<file path="src/rtl/kd_tree_query_scheduler.sv">
`default_nettype none
// ============================================================================
// Module   : kd_tree_query_scheduler
// Function : Loads KD-tree split values, streams query patches through the
//            fixed-latency tree and buffers leaf indices under credit control.
// Revision : 1.0 - initial release
// ============================================================================
module kd_tree_query_scheduler #(
  parameter int INTERNAL_WIDTH = 22,
  parameter int PATCH_WIDTH    = 55,
  parameter int ADDRESS_WIDTH  = 8,
  parameter int NUM_NODES      = 127,
  parameter int TREE_LATENCY   = 7,
  parameter int FIFO_DEPTH     = 8
) (
  input  logic                      clk,
  input  logic                      rst,
  input  logic                      load_start,
  input  logic                      search_start,
  input  logic                      node_valid,
  output logic                      node_ready,
  input  logic [INTERNAL_WIDTH-1:0] node_data,
  input  logic                      query_valid,
  output logic                      query_ready,
  input  logic [PATCH_WIDTH-1:0]    query_patch,
  input  logic                      query_last,
  output logic                      tree_fsm_enable,
  output logic                      tree_sender_enable,
  output logic [INTERNAL_WIDTH-1:0] tree_sender_data,
  output logic [PATCH_WIDTH-1:0]    tree_patch,
  input  logic [ADDRESS_WIDTH-1:0]  tree_leaf_index,
  output logic                      result_valid,
  input  logic                      result_ready,
  output logic [ADDRESS_WIDTH-1:0]  result_leaf,
  output logic                      result_last,
  output logic                      tree_loaded,
  output logic                      busy,
  output logic                      load_done,
  output logic                      search_done
);

  localparam int c_CNT_W = $clog2(NUM_NODES + 1);
  localparam int c_PTR_W = $clog2(FIFO_DEPTH);
  localparam int c_OUT_W = $clog2(TREE_LATENCY + FIFO_DEPTH + 1);
  localparam logic [c_CNT_W-1:0] c_LAST_NODE = c_CNT_W'(NUM_NODES);
  localparam logic [c_OUT_W-1:0] c_CREDITS   = c_OUT_W'(FIFO_DEPTH);

  localparam logic [1:0] c_IDLE   = 2'd0;
  localparam logic [1:0] c_LOAD   = 2'd1;
  localparam logic [1:0] c_SEARCH = 2'd2;
  localparam logic [1:0] c_DRAIN  = 2'd3;

  logic [1:0]                r_state;
  logic [1:0]                w_next_state;
  logic [c_CNT_W-1:0]        r_node_cnt;
  logic                      r_sender_en;
  logic [INTERNAL_WIDTH-1:0] r_sender_data;
  logic                      r_tree_loaded;
  logic                      r_load_done;
  logic                      r_search_done;
  logic [PATCH_WIDTH-1:0]    r_patch;
  logic [TREE_LATENCY-1:0]   r_inflight;
  logic [TREE_LATENCY-1:0]   r_lastbit;
  logic [ADDRESS_WIDTH:0]    r_mem [FIFO_DEPTH];
  logic [c_PTR_W-1:0]        r_wr_ptr;
  logic [c_PTR_W-1:0]        r_rd_ptr;
  logic [c_PTR_W:0]          r_count;
  logic [c_OUT_W-1:0]        w_inflight_cnt;
  logic [c_OUT_W-1:0]        w_outstanding;

  logic w_load_begin, w_load_complete, w_drain_complete;
  logic w_node_accept, w_query_accept, w_push, w_pop;

  assign w_load_begin     = (r_state == c_IDLE) && load_start;
  assign w_load_complete  = (r_state == c_LOAD) && (r_node_cnt == c_LAST_NODE);
  assign w_drain_complete = (r_state == c_DRAIN) && (r_inflight == '0) && (r_count == '0);
  assign w_node_accept    = node_valid && node_ready;
  assign w_query_accept   = query_valid && query_ready;
  assign w_push           = r_inflight[TREE_LATENCY-1];
  assign w_pop            = result_valid && result_ready;

  // Credits count every query that will eventually need a FIFO slot.
  always_comb begin
    w_inflight_cnt = '0;
    for (int i = 0; i < TREE_LATENCY; i++) begin
      w_inflight_cnt = w_inflight_cnt + c_OUT_W'(r_inflight[i]);
    end
  end
  assign w_outstanding = w_inflight_cnt + c_OUT_W'(r_count);

  always_ff @(posedge clk) begin
    if (rst) r_state <= c_IDLE;
    else     r_state <= w_next_state;
  end

  always_comb begin
    w_next_state = r_state;
    case (r_state)
      c_IDLE: begin
        if (load_start)                        w_next_state = c_LOAD;
        else if (search_start && r_tree_loaded) w_next_state = c_SEARCH;
      end
      c_LOAD:   if (w_load_complete)              w_next_state = c_IDLE;
      c_SEARCH: if (w_query_accept && query_last) w_next_state = c_DRAIN;
      c_DRAIN:  if (w_drain_complete)             w_next_state = c_IDLE;
      default:                                    w_next_state = c_IDLE;
    endcase
  end

  always_comb begin
    node_ready      = 1'b0;
    query_ready     = 1'b0;
    tree_fsm_enable = 1'b0;
    busy            = (r_state != c_IDLE);
    case (r_state)
      c_LOAD: begin
        tree_fsm_enable = 1'b1;
        node_ready      = (r_node_cnt != c_LAST_NODE);
      end
      c_SEARCH: query_ready = (w_outstanding < c_CREDITS);
      default: ;
    endcase
  end

  always_ff @(posedge clk) begin
    if (rst) begin
      r_node_cnt    <= '0;
      r_sender_en   <= 1'b0;
      r_sender_data <= '0;
      r_tree_loaded <= 1'b0;
      r_load_done   <= 1'b0;
    end else begin
      r_sender_en <= w_node_accept;
      r_load_done <= w_load_complete;
      if (w_node_accept) begin
        r_sender_data <= node_data;
        r_node_cnt    <= r_node_cnt + c_CNT_W'(1);
      end else if (w_load_begin) begin
        r_node_cnt <= '0;
      end
      if (w_load_begin)         r_tree_loaded <= 1'b0;
      else if (w_load_complete) r_tree_loaded <= 1'b1;
    end
  end

  always_ff @(posedge clk) begin
    if (rst) begin
      r_patch       <= '0;
      r_inflight    <= '0;
      r_lastbit     <= '0;
      r_search_done <= 1'b0;
    end else begin
      r_search_done <= w_drain_complete;
      if (w_query_accept) r_patch <= query_patch;
      for (int i = TREE_LATENCY - 1; i > 0; i--) begin
        r_inflight[i] <= r_inflight[i-1];
        r_lastbit[i]  <= r_lastbit[i-1];
      end
      r_inflight[0] <= w_query_accept;
      r_lastbit[0]  <= w_query_accept && query_last;
    end
  end

  always_ff @(posedge clk) begin
    if (w_push) r_mem[r_wr_ptr] <= {r_lastbit[TREE_LATENCY-1], tree_leaf_index};
  end

  always_ff @(posedge clk) begin
    if (rst) begin
      r_wr_ptr <= '0;
      r_rd_ptr <= '0;
      r_count  <= '0;
    end else begin
      if (w_push) r_wr_ptr <= r_wr_ptr + c_PTR_W'(1);
      if (w_pop)  r_rd_ptr <= r_rd_ptr + c_PTR_W'(1);
      case ({w_push, w_pop})
        2'b10:   r_count <= r_count + (c_PTR_W+1)'(1);
        2'b01:   r_count <= r_count - (c_PTR_W+1)'(1);
        default: r_count <= r_count;
      endcase
    end
  end

  assign tree_sender_enable = r_sender_en;
  assign tree_sender_data   = r_sender_data;
  assign tree_patch         = r_patch;
  assign tree_loaded        = r_tree_loaded;
  assign load_done          = r_load_done;
  assign search_done        = r_search_done;
  assign result_valid       = (r_count != '0);
  // Stale FIFO contents are masked so an empty FIFO presents zeros.
  assign result_leaf        = result_valid ? r_mem[r_rd_ptr][ADDRESS_WIDTH-1:0] : '0;
  assign result_last        = result_valid ? r_mem[r_rd_ptr][ADDRESS_WIDTH] : 1'b0;

endmodule
`default_nettype wire
</file>
<file path="config.mk">
export PLATFORM = sky130hd
export DESIGN_NAME = kd_tree_query_scheduler
export DESIGN_NICKNAME = d
export VERILOG_FILES = /design/src/rtl/kd_tree_query_scheduler.sv
export SDC_FILE = /design/constraint.sdc
export NUM_CORES = 1
export LEC_CHECK = 0
export ABC_CLOCK_PERIOD_IN_PS = 4700
export CAP_MARGIN = 15
export CORE_UTILIZATION = 35
export CTS_CLUSTER_DIAMETER = 100
export DETAILED_ROUTE_END_ITERATION = 16
export SETUP_SLACK_MARGIN = 0.4
export SLEW_MARGIN = 20
export SYNTH_ARGS = -nofsm -noshare
export SYNTH_HDL_FRONTEND = slang
export SYNTH_SLANG_ARGS = --single-unit
export TNS_END_PERCENT = 5
</file>
<file path="constraint.sdc">
create_clock -name clk -period 4.7 [get_ports clk]
set_clock_uncertainty 0.2 [all_clocks]
set_input_delay 0.94 -clock clk [delete_from_list [all_inputs] [get_ports clk]]
set_output_delay 0.94 -clock clk [all_outputs]
set_load 0.02 [all_outputs]
</file>
==> impl_metrics.xml <==
<?xml version="1.0" encoding="UTF-8"?>
<metrics>
  <group name="logic_synthesis">
    <metric name="syn_area" unit="um^2">7845</metric>
    <metric name="post_synth_main_area_contributors" unit="">sky130_fd_sc_hd__dfxtp_1 30%, sky130_fd_sc_hd__edfxtp_1 28%, sky130_fd_sc_hd__nand2b_1 9.2%, sky130_fd_sc_hd__mux2i_1 8.4%, sky130_fd_sc_hd__mux4_2 5.2%</metric>
    <metric name="synth-async-reset-ratio" unit="%">0</metric>
    <metric name="synth_top_cell_area_share" unit="%">29.86</metric>
    <metric name="synth.net_count" unit="">762</metric>
    <metric name="synth.avg_cell_area" unit="um^2">12.01</metric>
    <metric name="synth_top_cells_by_count" unit="">117 x sky130_fd_sc_hd__dfxtp_1, 115 x sky130_fd_sc_hd__nand2b_1, 72 x sky130_fd_sc_hd__edfxtp_1</metric>
    <metric name="post_synth_num_cell_types" unit="">43</metric>
    <metric name="yosysSeqAreaShare" unit="%">57.42</metric>
    <metric name="synth_enable_flop_cells" unit="">72</metric>
    <metric name="ys_ff_latch" unit="">189</metric>
    <metric name="dominant_cell_by_count_in_the_synthesized_netlist" unit="">sky130_fd_sc_hd__dfxtp_1</metric>
    <metric name="synth_top_cell_by_area" unit="">sky130_fd_sc_hd__dfxtp_1</metric>
    <metric name="synthFlopType" unit="">sky130_fd_sc_hd__dfxtp_1</metric>
    <metric name="synthCells" unit="">653</metric>
    <metric name="yosysWarningCount" unit="">0</metric>
  </group>
  <group name="min_path">
    <metric name="timing.hold.worst.class" unit="">reg2reg</metric>
  </group>
  <group name="cts">
    <metric name="clk_pin_slew_worst_paths" unit="ns">0.07</metric>
    <metric name="cts_buffers" unit="">17</metric>
    <metric name="postCtsHoldBufs" unit="">0</metric>
    <metric name="cts_tree" unit="">yes</metric>
    <metric name="clk_latency" unit="ns">0.43</metric>
    <metric name="largest_buffer_count_on_any_clock_path" unit="">2</metric>
    <metric name="htree_levels" unit="">4</metric>
    <metric name="clock_sink_total" unit="">189</metric>
    <metric name="cell_chosen_for_the_clock_root" unit="">sky130_fd_sc_hd__clkbuf_16</metric>
  </group>
  <group name="layout">
    <metric name="insertedDiodeCount" unit="">0</metric>
    <metric name="final_nets" unit="">936</metric>
    <metric name="post_route_cells_drive_above_1_share" unit="%">8.690</metric>
    <metric name="filler_cell_count" unit="">2042</metric>
    <metric name="finalCoreUtilization" unit="%">47.93</metric>
    <metric name="syn2layout_area_growth" unit="%">33.75</metric>
  </group>
  <group name="placement">
    <metric name="place_hpwl" unit="mm">10.90</metric>
    <metric name="global_placer_s_final_weighted_congestion" unit="">0.7031</metric>
    <metric name="placement.io_buffers" unit="">187</metric>
  </group>
  <group name="timing">
    <metric name="max_freq" unit="MHz">233.7</metric>
    <metric name="totalNegativeSetupSlack" unit="ns">0</metric>
    <metric name="slew_headroom" unit="%">25.84</metric>
    <metric name="total_count_of_max_transition_violations_in_the_final_report" unit="">0</metric>
    <metric name="worst-slew-pin-transition" unit="ns">1.108</metric>
    <metric name="post-route-period-util" unit="%">91.05</metric>
    <metric name="setup_viol" unit="">0</metric>
    <metric name="number_of_failing_hold_endpoints_at_the_final_stage" unit="">0</metric>
    <metric name="rsz0062_at_grt" unit="">yes</metric>
    <metric name="fin_hold_ws" unit="ns">0.2318</metric>
    <metric name="period_needed" unit="ns">4.279</metric>
  </group>
  <group name="setup_path">
    <metric name="critical_path_arrival" unit="ns">3.14</metric>
    <metric name="critical_path.endpoint_type" unit="">output port</metric>
    <metric name="worst_path_max_delay_cell" unit="">sky130_fd_sc_hd__fa_1</metric>
    <metric name="path_cells" unit="">fa_1 &gt; inv_1 &gt; fa_1 &gt; inv_1 &gt; fa_2 &gt; ha_4 &gt; nand4_1 &gt; and3_4 &gt; nor4_4 &gt; buf_4</metric>
    <metric name="critical_path_required" unit="ns">3.56</metric>
    <metric name="crit_type" unit="">reg2out</metric>
    <metric name="cp_max_fo" unit="">3</metric>
    <metric name="timing.critical_path.slowest_cell_delay" unit="ns">0.53</metric>
    <metric name="timing.critical_path.from_type" unit="">register</metric>
  </group>
  <group name="die">
    <metric name="start_util" unit="%">35.84</metric>
    <metric name="core" unit="um^2">21890</metric>
    <metric name="die_x" unit="um">151.7</metric>
    <metric name="placementRows" unit="">54</metric>
    <metric name="die-area" unit="um^2">23020</metric>
    <metric name="io_pins" unit="">188</metric>
    <metric name="die_h" unit="um">151.7</metric>
  </group>
  <group name="detailed_routing">
    <metric name="post_drt_wl_per_cell" unit="um">14.74</metric>
    <metric name="drt_iter0_drc" unit="">272</metric>
    <metric name="viasPerCell" unit="">4.599</metric>
    <metric name="drt-pass1-iter-count" unit="">4</metric>
    <metric name="drt.antenna.violating_nets" unit="">0</metric>
    <metric name="total_number_of_vias" unit="">5151</metric>
    <metric name="drc_violations_left" unit="">0</metric>
    <metric name="detail_route.wirelength" unit="mm">16.51</metric>
  </group>
  <group name="flow_run">
    <metric name="cap_violations" unit="">0</metric>
  </group>
  <group name="grt">
    <metric name="antenna_found_initial" unit="">0</metric>
    <metric name="grt_overflow" unit="">0</metric>
    <metric name="grt_first_pass_wirelength" unit="mm">25.86</metric>
    <metric name="grt_start_max_net_pins" unit="">89</metric>
    <metric name="first_global_vias" unit="">4977</metric>
    <metric name="grt.total_usage" unit="%">14.82</metric>
  </group>
  <group name="power_and_ir_drop">
    <metric name="power_density" unit="nW/um^2">313.2</metric>
    <metric name="combPwrFrac" unit="%">5.8</metric>
    <metric name="peakVddDrop" unit="uV">227.3</metric>
    <metric name="pwr-share-seq" unit="%">52.0</metric>
    <metric name="power_leakage" unit="nW">3.500</metric>
    <metric name="p_sw_share" unit="%">22.97</metric>
    <metric name="internal_power" unit="W">0.002532</metric>
    <metric name="netSwitchingPower" unit="W">0.0007548</metric>
    <metric name="power_frac_clock" unit="%">42.2</metric>
  </group>
  <group name="run_status">
    <metric name="status" unit="">completed</metric>
  </group>
</metrics>
[registers in the layout, summed over array words and instances, names as in the netlist, 4 cells and up, named ones only]
signal            count
r_count               4
r_lastbit             7
r_inflight            7
tree_sender_data     22
r_node_cnt            7
r_mem                72
tree_patch           55
[per-layer routing]
layer,up-vias,track usage (%),routed length [um]
li1,2600,-,-
met3,12,7.695,1666
met1,2403,17.70,7265
met2,136,23.27,7454
met5,-,0,0
met4,0,4.010,126
[final cells by class]
class | count | area [um^2] | share of cell area (%)
clock buffers | 18 | 439.2 | 4.186
clock inverters | 14 | 126.4 | 1.204
inverters | 14 | 52.55 | 0.5008
multi-input cells | 411 | 3099 | 29.54
flip-flops and latches | 189 | 4506 | 42.94
well taps | 280 | 350.3 | 3.339
repair buffers | 194 | 1919 | 18.29
[stage by stage]
stage / setup WS (ns) / cells / area (um^2) / power [W]
6_report: 0.4206 / 1120 / 10490 / 0.003286
5_1_grt: 0.2957 / 1120 / 10490 / 0.003417
4_1_cts: 0.3630 / 1119 / 10470 / 0.003339
3_5_place_dp: 0.2787 / 1086 / 9866 / 0.001940
3_3_place_gp: 0.3069 / 1086 / 9866 / 0.001939
2_1_floorplan: 0.6260 / 653 / 7845 / 0.001824
[power groups by stage]
stage / Clock (W) / Sequential (W) / Combinational (W)
after CTS: 0.00144 / 0.00171 / 0.000193
final: 0.00139 / 0.00171 / 0.000190
after floorplan: 0 / 0.00176 / 0.0000671
after global placement: 0 / 0.00175 / 0.000192
after global routing: 0.00150 / 0.00171 / 0.000208
after detailed placement: 0 / 0.00175 / 0.000193
[final timing paths]
| kind | from | end | slack (ns) | cells past startpoint |
|---|---|---|---|---|
| setup reg to reg | r_inflight[0] | tree_patch[30] | 0.96 | 11 |
| hold reg to reg | r_lastbit[4] | r_lastbit[5] | 0.23 | 1 |
| setup / recovery | r_inflight[0] | query_ready | 0.42 | 10 |
| hold / removal | r_lastbit[4] | r_lastbit[5] | 0.23 | 1 |
[what timing repair did]
item	in CTS	in global routing
setup endpoints to repair	1	1
resized for setup	13	1
hold endpoints to repair	0	0
gates cloned	0	0
buffers inserted	1	1
[layout by cell type, fill, tap and decap left out, types with 3 or more instances in the layout]
cell type                         Yosys  layout
sky130_fd_sc_hd__inv_6                0       5
sky130_fd_sc_hd__nand2_1             56      56
sky130_fd_sc_hd__clkinv_4             0       3
sky130_fd_sc_hd__nand3_1              7       7
sky130_fd_sc_hd__inv_1               14      14
sky130_fd_sc_hd__xor2_1               5       5
sky130_fd_sc_hd__clkdlybuf4s50_1      0     185
sky130_fd_sc_hd__ha_1                12      11
sky130_fd_sc_hd__edfxtp_1            72      72
sky130_fd_sc_hd__a21oi_1             37      35
sky130_fd_sc_hd__nand2b_1           115     115
sky130_fd_sc_hd__mux4_2              18      18
sky130_fd_sc_hd__nor2b_1             11      11
sky130_fd_sc_hd__clkbuf_16            0      17
sky130_fd_sc_hd__fa_1                 4       3
sky130_fd_sc_hd__nor2_1              34      32
sky130_fd_sc_hd__nand4_1              4       4
sky130_fd_sc_hd__o21ai_0              4       4
sky130_fd_sc_hd__and3_1               4       3
sky130_fd_sc_hd__dfxtp_1            117     116
sky130_fd_sc_hd__mux2i_1             66      66
sky130_fd_sc_hd__buf_4                4       9
sky130_fd_sc_hd__nor3b_1              3       3
[kinds of logic (layout without fill, tap and decap cells)]
logic type	count (synthesis)	after routing	share of synthesized area [%]
AND/OR/NAND/NOR	251	251	17.35
XOR/XNOR	7	7	0.7815
buffers and inverters	53	240	3.892
multiplexers	84	84	13.59
AO/OA/AOI/OAI	53	53	4.035
adder cells (fa/ha/maj)	16	16	2.935
flip-flops	189	189	57.42
[critical path, delay by kind of cell (launching register included)]
kind / cells / cell delay, ns
adder cells (fa/ha/maj): 4 / 1.63
AND/OR/NAND/NOR: 3 / 0.49
flip-flops: 1 / 0.33
buffers and inverters: 3 / 0.28
(Power assumes the default switching activity.)
